`config.mk`:
```
export PLATFORM = sky130hd
export DESIGN_NAME = uart_tx_sched
export DESIGN_NICKNAME = d
export VERILOG_FILES = /design/src/rtl/uart_tx_sched.sv
export SDC_FILE = /design/constraint.sdc
export NUM_CORES = 1
export LEC_CHECK = 0
export CORE_MARGIN = 5
export CORE_UTILIZATION = 49
export CTS_BUF_LIST = sky130_fd_sc_hd__clkbuf_2 sky130_fd_sc_hd__clkbuf_4 sky130_fd_sc_hd__clkbuf_8
export DETAILED_ROUTE_END_ITERATION = 12
export HOLD_SLACK_MARGIN = 0.03
export PLACE_DENSITY = 0.89
export SYNTH_ARGS = -nofsm -noshare
export SYNTH_HDL_FRONTEND = slang
export SYNTH_SLANG_ARGS = --single-unit
```
`constraint.sdc`:
```
create_clock -name clk -period 3.85 [get_ports clk]
set_clock_uncertainty 0.05 [all_clocks]
set_input_delay 0.77 -clock clk [delete_from_list [all_inputs] [get_ports clk]]
set_output_delay 0.77 -clock clk [all_outputs]
set_load 0.02 [all_outputs]
```
`src/rtl/uart_tx_sched.sv`:
```
// ---------------------------------------------------------------------------
// uart_tx_sched
//
// Round-robin scheduler that shares a single uart_tx between NUM_REQ byte
// requesters. The winning requester's byte is placed on tx_data together with
// a one-cycle tx_start pulse. The scheduler then follows uart_tx's active flag
// through the frame and inserts an idle gap before it issues the next grant.
//
// Ports
//   clk          system clock
//   reset        asynchronous, active-low reset
//   req          per-requester request, held until the matching gnt bit
//   req_data     packed request bytes, requester i on [8*i+7:8*i]
//   gnt          one-hot, one-cycle pulse: byte of requester i accepted
//   done         one-hot, one-cycle pulse: frame of requester i finished
//   tx_start     one-cycle start pulse to uart_tx
//   tx_data      byte to uart_tx, held from tx_start until the next grant
//   tx_active    uart_tx busy flag
//   cur_id       index of the requester currently or last served
//   busy         high whenever the scheduler is not idle
//   err_timeout  one-cycle pulse when tx_active never rose after tx_start
// ---------------------------------------------------------------------------
module uart_tx_sched #(
  parameter int NUM_REQ     = 4,
  parameter int GAP_CYCLES  = 2,
  parameter int ACK_TIMEOUT = 8
) (
  input  logic                   clk,
  input  logic                   reset,
  input  logic [NUM_REQ-1:0]     req,
  input  logic [8*NUM_REQ-1:0]   req_data,
  output logic [NUM_REQ-1:0]     gnt,
  output logic [NUM_REQ-1:0]     done,
  output logic                   tx_start,
  output logic [7:0]             tx_data,
  input  logic                   tx_active,
  output logic [2:0]             cur_id,
  output logic                   busy,
  output logic                   err_timeout
);

  localparam logic [1:0] S_IDLE     = 2'd0;
  localparam logic [1:0] S_WAIT_ACT = 2'd1;
  localparam logic [1:0] S_SENDING  = 2'd2;
  localparam logic [1:0] S_GAP      = 2'd3;

  localparam int IDX_W   = $clog2(NUM_REQ);
  localparam int SUM_W   = IDX_W + 1;
  // One counter serves both the ack wait and the gap, so size it for the larger.
  localparam int CNT_MAX = (ACK_TIMEOUT > GAP_CYCLES) ? ACK_TIMEOUT : GAP_CYCLES;
  localparam int CNT_W   = $clog2(CNT_MAX + 1);

  logic [1:0]         state_q,    state_d;
  logic [CNT_W-1:0]   cnt_q,      cnt_d;
  logic [IDX_W-1:0]   last_id_q,  last_id_d;
  logic [2:0]         cur_id_q,   cur_id_d;
  logic [7:0]         tx_data_q,  tx_data_d;
  logic [NUM_REQ-1:0] gnt_q,      gnt_d;
  logic [NUM_REQ-1:0] done_q,     done_d;
  logic               tx_start_q, tx_start_d;
  logic               busy_q,     busy_d;
  logic               err_q,      err_d;

  // -------------------------------------------------------------------------
  // Rotating candidate list: candidate gi is requester (last_id + 1 + gi)
  // mod NUM_REQ, so candidate 0 is the highest-priority one this round.
  // -------------------------------------------------------------------------
  logic [IDX_W-1:0]   cand_idx [NUM_REQ];
  logic [NUM_REQ-1:0] cand_hit;
  logic [7:0]         req_byte [NUM_REQ];

  genvar gi;
  generate
    for (gi = 0; gi < NUM_REQ; gi++) begin : g_cand
      logic [SUM_W-1:0] sum;
      assign sum          = {1'b0, last_id_q} + SUM_W'(gi + 1);
      // sum never exceeds 2*NUM_REQ-1, so a single subtract is the modulo
      assign cand_idx[gi] = (sum >= SUM_W'(NUM_REQ)) ? IDX_W'(sum - SUM_W'(NUM_REQ))
                                                     : sum[IDX_W-1:0];
      assign cand_hit[gi] = req[cand_idx[gi]];
      assign req_byte[gi] = req_data[8*gi +: 8];
    end
  endgenerate

  logic             win_found;
  logic [IDX_W-1:0] win_idx;

  always_comb begin
    win_found = 1'b0;
    win_idx   = '0;
    // Scan from lowest priority upward so the first hit in rotation order wins.
    for (int i = NUM_REQ - 1; i >= 0; i--) begin
      if (cand_hit[i]) begin
        win_found = 1'b1;
        win_idx   = cand_idx[i];
      end
    end
  end

  // -------------------------------------------------------------------------
  // Next-state logic
  // -------------------------------------------------------------------------
  always_comb begin
    state_d    = state_q;
    cnt_d      = cnt_q;
    last_id_d  = last_id_q;
    cur_id_d   = cur_id_q;
    tx_data_d  = tx_data_q;
    gnt_d      = '0;
    done_d     = '0;
    tx_start_d = 1'b0;
    err_d      = 1'b0;

    case (state_q)
      S_IDLE: begin
        // A busy transmitter (foreign or late activity) blocks the launch.
        if (win_found && !tx_active) begin
          tx_data_d              = req_byte[win_idx];
          tx_start_d             = 1'b1;
          gnt_d[win_idx]         = 1'b1;
          cur_id_d               = '0;
          cur_id_d[IDX_W-1:0]    = win_idx;
          last_id_d              = win_idx;
          cnt_d                  = '0;
          state_d                = S_WAIT_ACT;
        end
      end

      S_WAIT_ACT: begin
        // tx_active takes precedence over the limit check, so a rise on the
        // last allowed cycle is still accepted.
        if (tx_active) begin
          state_d = S_SENDING;
        end else if (cnt_q == CNT_W'(ACK_TIMEOUT - 1)) begin
          err_d   = 1'b1;
          cnt_d   = '0;
          state_d = S_GAP;
        end else begin
          cnt_d = cnt_q + CNT_W'(1);
        end
      end

      S_SENDING: begin
        if (!tx_active) begin
          done_d[last_id_q] = 1'b1;
          cnt_d             = '0;
          state_d           = S_GAP;
        end
      end

      S_GAP: begin
        // A zero-length gap still spends one cycle here.
        if ((GAP_CYCLES == 0) || (cnt_q == CNT_W'(GAP_CYCLES - 1))) begin
          cnt_d   = '0;
          state_d = S_IDLE;
        end else begin
          cnt_d = cnt_q + CNT_W'(1);
        end
      end

      default: begin
        cnt_d   = '0;
        state_d = S_IDLE;
      end
    endcase

    busy_d = (state_d != S_IDLE);
  end

  // -------------------------------------------------------------------------
  // State registers
  // -------------------------------------------------------------------------
  always_ff @(posedge clk or negedge reset) begin
    if (!reset) begin
      state_q    <= S_IDLE;
      cnt_q      <= '0;
      last_id_q  <= IDX_W'(NUM_REQ - 1);
      cur_id_q   <= '0;
      tx_data_q  <= '0;
      gnt_q      <= '0;
      done_q     <= '0;
      tx_start_q <= 1'b0;
      busy_q     <= 1'b0;
      err_q      <= 1'b0;
    end else begin
      state_q    <= state_d;
      cnt_q      <= cnt_d;
      last_id_q  <= last_id_d;
      cur_id_q   <= cur_id_d;
      tx_data_q  <= tx_data_d;
      gnt_q      <= gnt_d;
      done_q     <= done_d;
      tx_start_q <= tx_start_d;
      busy_q     <= busy_d;
      err_q      <= err_d;
    end
  end

  assign gnt         = gnt_q;
  assign done        = done_q;
  assign tx_start    = tx_start_q;
  assign tx_data     = tx_data_q;
  assign cur_id      = cur_id_q;
  assign busy        = busy_q;
  assign err_timeout = err_q;

endmodule

```
==> flow_summary.yaml, run 1 <==
run_status:
  status: "finished clean"
yosys:
  synthFlopType: "dfrtp_1"
  ys_ff_latch: 29
  ys_types: 39
  async_flop_share_pct: 100
  synth_edf_count: 0
  ys_warn_count: 0
  syn_area_um2: 1610
  synth_area_leader_cell: "dfrtp_1"
  synth_fp_nets: 205
  yosys-top-cells-area: "dfrtp_1 (42%), mux2i_1 (11%), ha_1 (4.7%), nand2_1 (4.7%), o221ai_1 (4.3%)"
  synthTopCellsByCount: "dfrtp_1 (27), nand2_1 (20), mux2i_1 (17)"
  seq_area_frac_synth_pct: 45.2
  syn_area_per_cell_um2: 10.1
  synth.top_cell.area_share_pct: 41.9
  synthCells: 160
  synth_most_common_cell: "dfrtp_1"
routing:
  route.vias.total: 1442
  antenna_left: 0
  routedWlPerCell_um: 15.1
  firstDrtPassIters: 5
  drtIter0Drc: 159
  routed_wl_mm: 4.02
  drt-vias-per-instance: 5.42
  drc_errors: 0
floorplan:
  start_util_pct: 52.0
  rows: 20
  die-area_um2: 4540
  die_h_um: 67.4
  core_um2: 3100
  pin_count: 61
  die_width_um: 67.4
timing:
  grt_setup_unrepaired: "false"
  finalSetupTns_ps: 0
  slew_violations: 0
  fmax_ghz: 0.365
  hold_viol: 0
  fin_crit_ps: 2740
  min_period_over_period_pct: 71.2
  finalSetupViolCount: 0
power:
  p_leak_uw: 0.00102
  ir_worst_vdd_mv: 0.376
  p_per_area_nw_per_um2: 685
cts:
  cts.sinks: 29
  path_clk_slew_ps: 100
  cts-hold-fix-buffers: 0
  clk_latency_ps: 340
  ctsRootBufferMaster: "clkbuf_4"
  cts_tree: "yes"
  numCtsBuffers: 5
  h-tree-depth: 2
  cts-resized-gates: 0
  cts_setup_buffers: 0
  clock_path_buffers: 2
setup_path:
  crit_buf_inv: 2
  worstPathRequired_ps: 4010
  crit_path_max_incr_delay_ps: 700
  critPathTopFamily: "flip-flops"
  path_cells: "inv_1, ha_1, and2b_2, o21ai_0, a41o_1, buf_4, mux2i_1, o221ai_1"
  cp_max_fo: 18
  end_kind: "flip-flop"
  worstSetupStartpointType: "flip-flop"
  criticalPathCategory: "reg -> reg"
  slowest_stage: "dfstp_2"
  worst_ep_arrival_time_ps: 2900
layout:
  fillCellCount: 232
  postLayoutCellArea_um2: 2270
  multi_input_area_um2: 801
  diodes: 0
  num-nets-final: 266
  ff_latch_area_um2: 728
  area_growth_pct: 40.6
  drive_above_1_share_pct: 7.66
placement:
  gp_congestion: 0.813
  dp.final_hpwl_mm: 3.17
  place_area_um2: 2210
  port_buffers: 59
worst_hold_path:
  hp-class: "reg -> reg"
global_routing:
  first_global_vias: 1435
  grt_pass1_wl_mm: 6.55
  overflow: 0
  grt_max_degree: 30
  antenna_found_initial: 0
  groute.usage.overall_pct: 19.6
flow_run:
  cap_violations: 0
[metal layers]
layer	GRT usage (%)	wire (um)	share of wire, %
met1	22.4	1540	38
met3	5.49	211	5.2
met4	6.84	60	1.5
met5	0	0	0
met2	34.8	2210	55
[registers in the layout (all words and copies together), names as in the netlist]
register / cells
done: 4
gnt: 4
cnt_q: 4
tx_start: 1
cur_id: 2
last_id_q: 2
state_q: 2
busy: 1
tx_data: 8
err_timeout: 1
[through the flow]
stage,utilization (%),hold slack [ps],worst slack (ps),power (uW),std cells
finish,73.1,451,1110,1550,266
global route,73.1,481,843,1670,266
CTS,73.1,452,1110,1560,266
detailed placement,71.3,430,872,1380,258
global placement,71.3,421,1010,1340,258
floorplan,-,424,1410,1140,160
[logic make-up after synthesis]
| group | after synthesis | synth area share [%] |
|---|---|---|
| simple gates | 54 | 16.8 |
| compound gates | 39 | 16.8 |
| flops | 29 | 45.2 |
| mux | 18 | 11.2 |
| buf+inv | 13 | 5.20 |
| fa+ha+maj | 6 | 4.65 |
| other cells | 1 | 0.233 |
[worst paths after layout]
kind | from | end | slack, ps | cells after the start
hold / removal | cur_id[1]$_DFFE_PN0P_ | cur_id[1]$_DFFE_PN0P_ | 450 | 1
hold reg to reg | cur_id[1]$_DFFE_PN0P_ | cur_id[1]$_DFFE_PN0P_ | 450 | 1
max in group asynchronous | reset | last_id_q[0]$_DFFE_PN1P_ | 2700 | 2
min in group asynchronous | reset | cur_id[1]$_DFFE_PN0P_ | 750 | 2
setup / recovery | last_id_q[0]$_DFFE_PN1P_ | tx_data[4]$_DFFE_PN0P_ | 1110 | 8
setup reg to reg | last_id_q[0]$_DFFE_PN1P_ | tx_data[4]$_DFFE_PN0P_ | 1110 | 8
[final cells by class]
| type | instances | share of cell area, % |
|---|---|---|
| inverter | 6 | 0.993 |
| sequential | 29 | 32.1 |
| timing repair buffer | 61 | 26.7 |
| clock buffer | 5 | 1.66 |
| tap | 44 | 2.43 |
| multi-input combinational | 118 | 35.3 |
| clock inverter | 3 | 0.773 |
[cell usage in the layout (no fill, tap or decap), types with 5 or more instances in the layout]
cell,instances
clkdlybuf4s50_1,59
nand2_1,20
a21oi_1,6
nor2_1,11
inv_1,6
ha_1,6
o221ai_1,8
clkbuf_4,5
o21ai_0,9
dfrtp_1,27
mux2i_1,17
[power by group]
group	internal, uW	total [uW]	leakage, uW	switching, uW
clock network	68.7	182	0.0000310	113
logic	413	857	0.000625	444
registers	411	514	0.000368	103
total	892	1550	0.00102	661
(Power assumes the default switching activity.)
==> run 2: changes to the inputs <==
--- a/config.mk
+++ b/config.mk
@@ -6,11 +6,11 @@
 export NUM_CORES = 1
 export LEC_CHECK = 0
 export CORE_MARGIN = 5
-export CORE_UTILIZATION = 49
+export CORE_UTILIZATION = 41
 export CTS_BUF_LIST = sky130_fd_sc_hd__clkbuf_2 sky130_fd_sc_hd__clkbuf_4 sky130_fd_sc_hd__clkbuf_8
 export DETAILED_ROUTE_END_ITERATION = 12
 export HOLD_SLACK_MARGIN = 0.03
-export PLACE_DENSITY = 0.89
+export PLACE_DENSITY = 0.79
 export SYNTH_ARGS = -nofsm -noshare
 export SYNTH_HDL_FRONTEND = slang
 export SYNTH_SLANG_ARGS = --single-unit
==> constraint.sdc (replaced) <==
create_clock -name clk -period 2.46 [get_ports clk]
set_clock_uncertainty 0.05 [all_clocks]
set_input_delay 0.492 -clock clk [delete_from_list [all_inputs] [get_ports clk]]
set_output_delay 0.492 -clock clk [all_outputs]
set_load 0.02 [all_outputs]
==> flow_summary.yaml, run 2 (synthesis results as in run 1) <==
run_status:
  status: "finished clean"
timing:
  min_period_over_period_pct: 91.5
  hold_viol: 0
  grt_setup_unrepaired: "false"
  fmax_ghz: 0.444
  slew_violations: 0
  fin_crit_ps: 2250
  whs_ps: 441
  finalSetupTns_ps: 0
  finalSetupViolCount: 0
routing:
  drt-vias-per-instance: 5.17
  antenna_left: 0
  routed_wl_mm: 3.89
  routedWlPerCell_um: 14.0
  firstDrtPassIters: 4
  drtIter0Drc: 67
  drc_errors: 0
  route.vias.total: 1437
global_routing:
  grt_max_degree: 30
  overflow: 0
  grt_pass1_wl_mm: 6.60
  first_global_vias: 1503
  groute.usage.overall_pct: 15.7
  antenna_found_initial: 0
floorplan:
  die_width_um: 72.7
  start_util_pct: 43.1
  core_um2: 3740
  pin_count: 61
  rows: 22
  die-area_um2: 5290
  die_h_um: 72.7
cts:
  cts_setup_buffers: 0
  ctsRootBufferMaster: "clkbuf_8"
  clock_path_buffers: 2
  cts_tree: "yes"
  cts-hold-fix-buffers: 0
  clk_latency_ps: 270
  numCtsBuffers: 5
  path_clk_slew_ps: 60
  cts.sinks: 29
  h-tree-depth: 2
  cts-resized-gates: 0
setup_path:
  crit_start: "last_id_q[1]$_DFFE_PN1P_"
  r2r_start: "last_id_q[1]$_DFFE_PN1P_"
  path_cells: "inv_1, ha_4, and2b_2, o21ai_1, a41o_1, buf_12, mux2i_1, o221ai_1"
  regToRegSetupSlack_ps: 210
  r2r_cells: 8
  worstSetupStartpointType: "flip-flop"
  cp_max_fo: 18
  worst_ep_arrival_time_ps: 2340
  criticalPathCategory: "reg -> reg"
  r2r-end: "tx_data[5]$_DFFE_PN0P_"
  crit_path_max_incr_delay_ps: 530
  worstPathRequired_ps: 2550
  end_kind: "flip-flop"
  crit_path_end: "tx_data[5]$_DFFE_PN0P_"
  slowest_stage: "dfstp_2"
layout:
  fillCellCount: 331
  diodes: 0
  area_growth_pct: 49.0
  layout_commonest_cell: "clkdlybuf4s50_1"
  drive_above_1_share_pct: 11.3
  largest_register_ffs: 8
  num-nets-final: 274
  final_cell_mix: "clkdlybuf4s50_1 (59), dfrtp_1 (27), nand2_1 (20), mux2i_1 (17), nor2_1 (11)"
flow_run:
  cap_violations: 0
placement:
  port_buffers: 59
  dp.final_hpwl_mm: 2.91
  gp_congestion: 0.851
worst_hold_path:
  hp-class: "reg -> reg"
power:
  p_per_area_nw_per_um2: 1120
  ir_worst_vdd_mv: 0.542
  p_leak_uw: 0.00109
-- run 2: changes by cell type in the layout (fill, tap and decap cells not counted) --
cell and delta:
ha_1 -1, clkinv_2 -1, o21ai_1 +1, ha_4 +1, clkbuf_4 -5, o21ai_0 -1, clkbuf_8 +7, buf_12 +1
clkinvlp_4 -1, buf_4 +7
-- run 2: worst min path at each step --
stage	from	endpoint	slack, ps	cells past startpoint
finish	tx_data[5]$_DFFE_PN0P_	tx_data[5]$_DFFE_PN0P_	440	2
global route	cur_id[1]$_DFFE_PN0P_	cur_id[1]$_DFFE_PN0P_	460	1
global placement	tx_data[2]$_DFFE_PN0P_	tx_data[2]$_DFFE_PN0P_	420	2
CTS	cur_id[1]$_DFFE_PN0P_	cur_id[1]$_DFFE_PN0P_	440	1
floorplan	reset	busy$_DFF_PN0_	150	0
detailed placement	tx_data[1]$_DFFE_PN0P_	tx_data[1]$_DFFE_PN0P_	430	2
-- run 2: per-stage QoR --
step	cells	cell area [um2]	util, %	worst slack (ps)	power [uW]
floorplan	160	1610	-	19.7	1780
global placement	270	2290	61.2	68.8	2210
detailed placement	270	2290	61.2	-9.31	2240
CTS	278	2390	63.9	65.3	2680
global route	278	2400	64.2	51.5	2900
finish	278	2400	64.2	209	2690
-- run 2: worst max-delay path, delay by kind of cell, from the launching register on --
kind	cells	cell delay, ps
buffers and inverters	2	280
adder cells (fa/ha/maj)	1	330
AO/OA/AOI/OAI	3	480
multiplexers	1	220
flip-flops	1	530
AND/OR/NAND/NOR	1	220
-- run 2: area by class of cell --
type | count | area [um2] | share of cell area [%]
Tap cell | 48 | 60.1 | 2.50
Timing Repair Buffer | 69 | 678 | 28.2
Inverter | 6 | 22.5 | 0.937
Sequential cell | 29 | 728 | 30.3
Clock buffer | 7 | 96.3 | 4.01
Multi-Input combinational cell | 118 | 813 | 33.8
Clock inverter | 1 | 5.00 | 0.208
-- run 2: layer usage --
metal	routed length [um]	track usage, %	vias up	part of all wire (%)
met4	74	6.15	0	1.9
met3	393	6.47	7	10
met1	1660	19.5	669	43
met2	1770	24.3	48	45
li1	-	-	713	-
met5	0	0	-	0
-- run 2: where the power goes --
part | switching (uW) | internal [uW] | total, uW
clock | 177 | 252 | 429
combinational | 756 | 745 | 1500
sequential | 116 | 642 | 758
total | 1050 | 1640 | 2690
==> run 3: changes to the inputs <==
--- a/config.mk
+++ b/config.mk
@@ -9,7 +9,7 @@
 export CORE_UTILIZATION = 41
 export CTS_BUF_LIST = sky130_fd_sc_hd__clkbuf_2 sky130_fd_sc_hd__clkbuf_4 sky130_fd_sc_hd__clkbuf_8
 export DETAILED_ROUTE_END_ITERATION = 12
-export HOLD_SLACK_MARGIN = 0.03
+export HOLD_SLACK_MARGIN = 0.02
 export PLACE_DENSITY = 0.79
 export SYNTH_ARGS = -nofsm -noshare
 export SYNTH_HDL_FRONTEND = slang
==> results of run 3 <==
No change in the layout: final DEF, timing and power equal those of run 2.
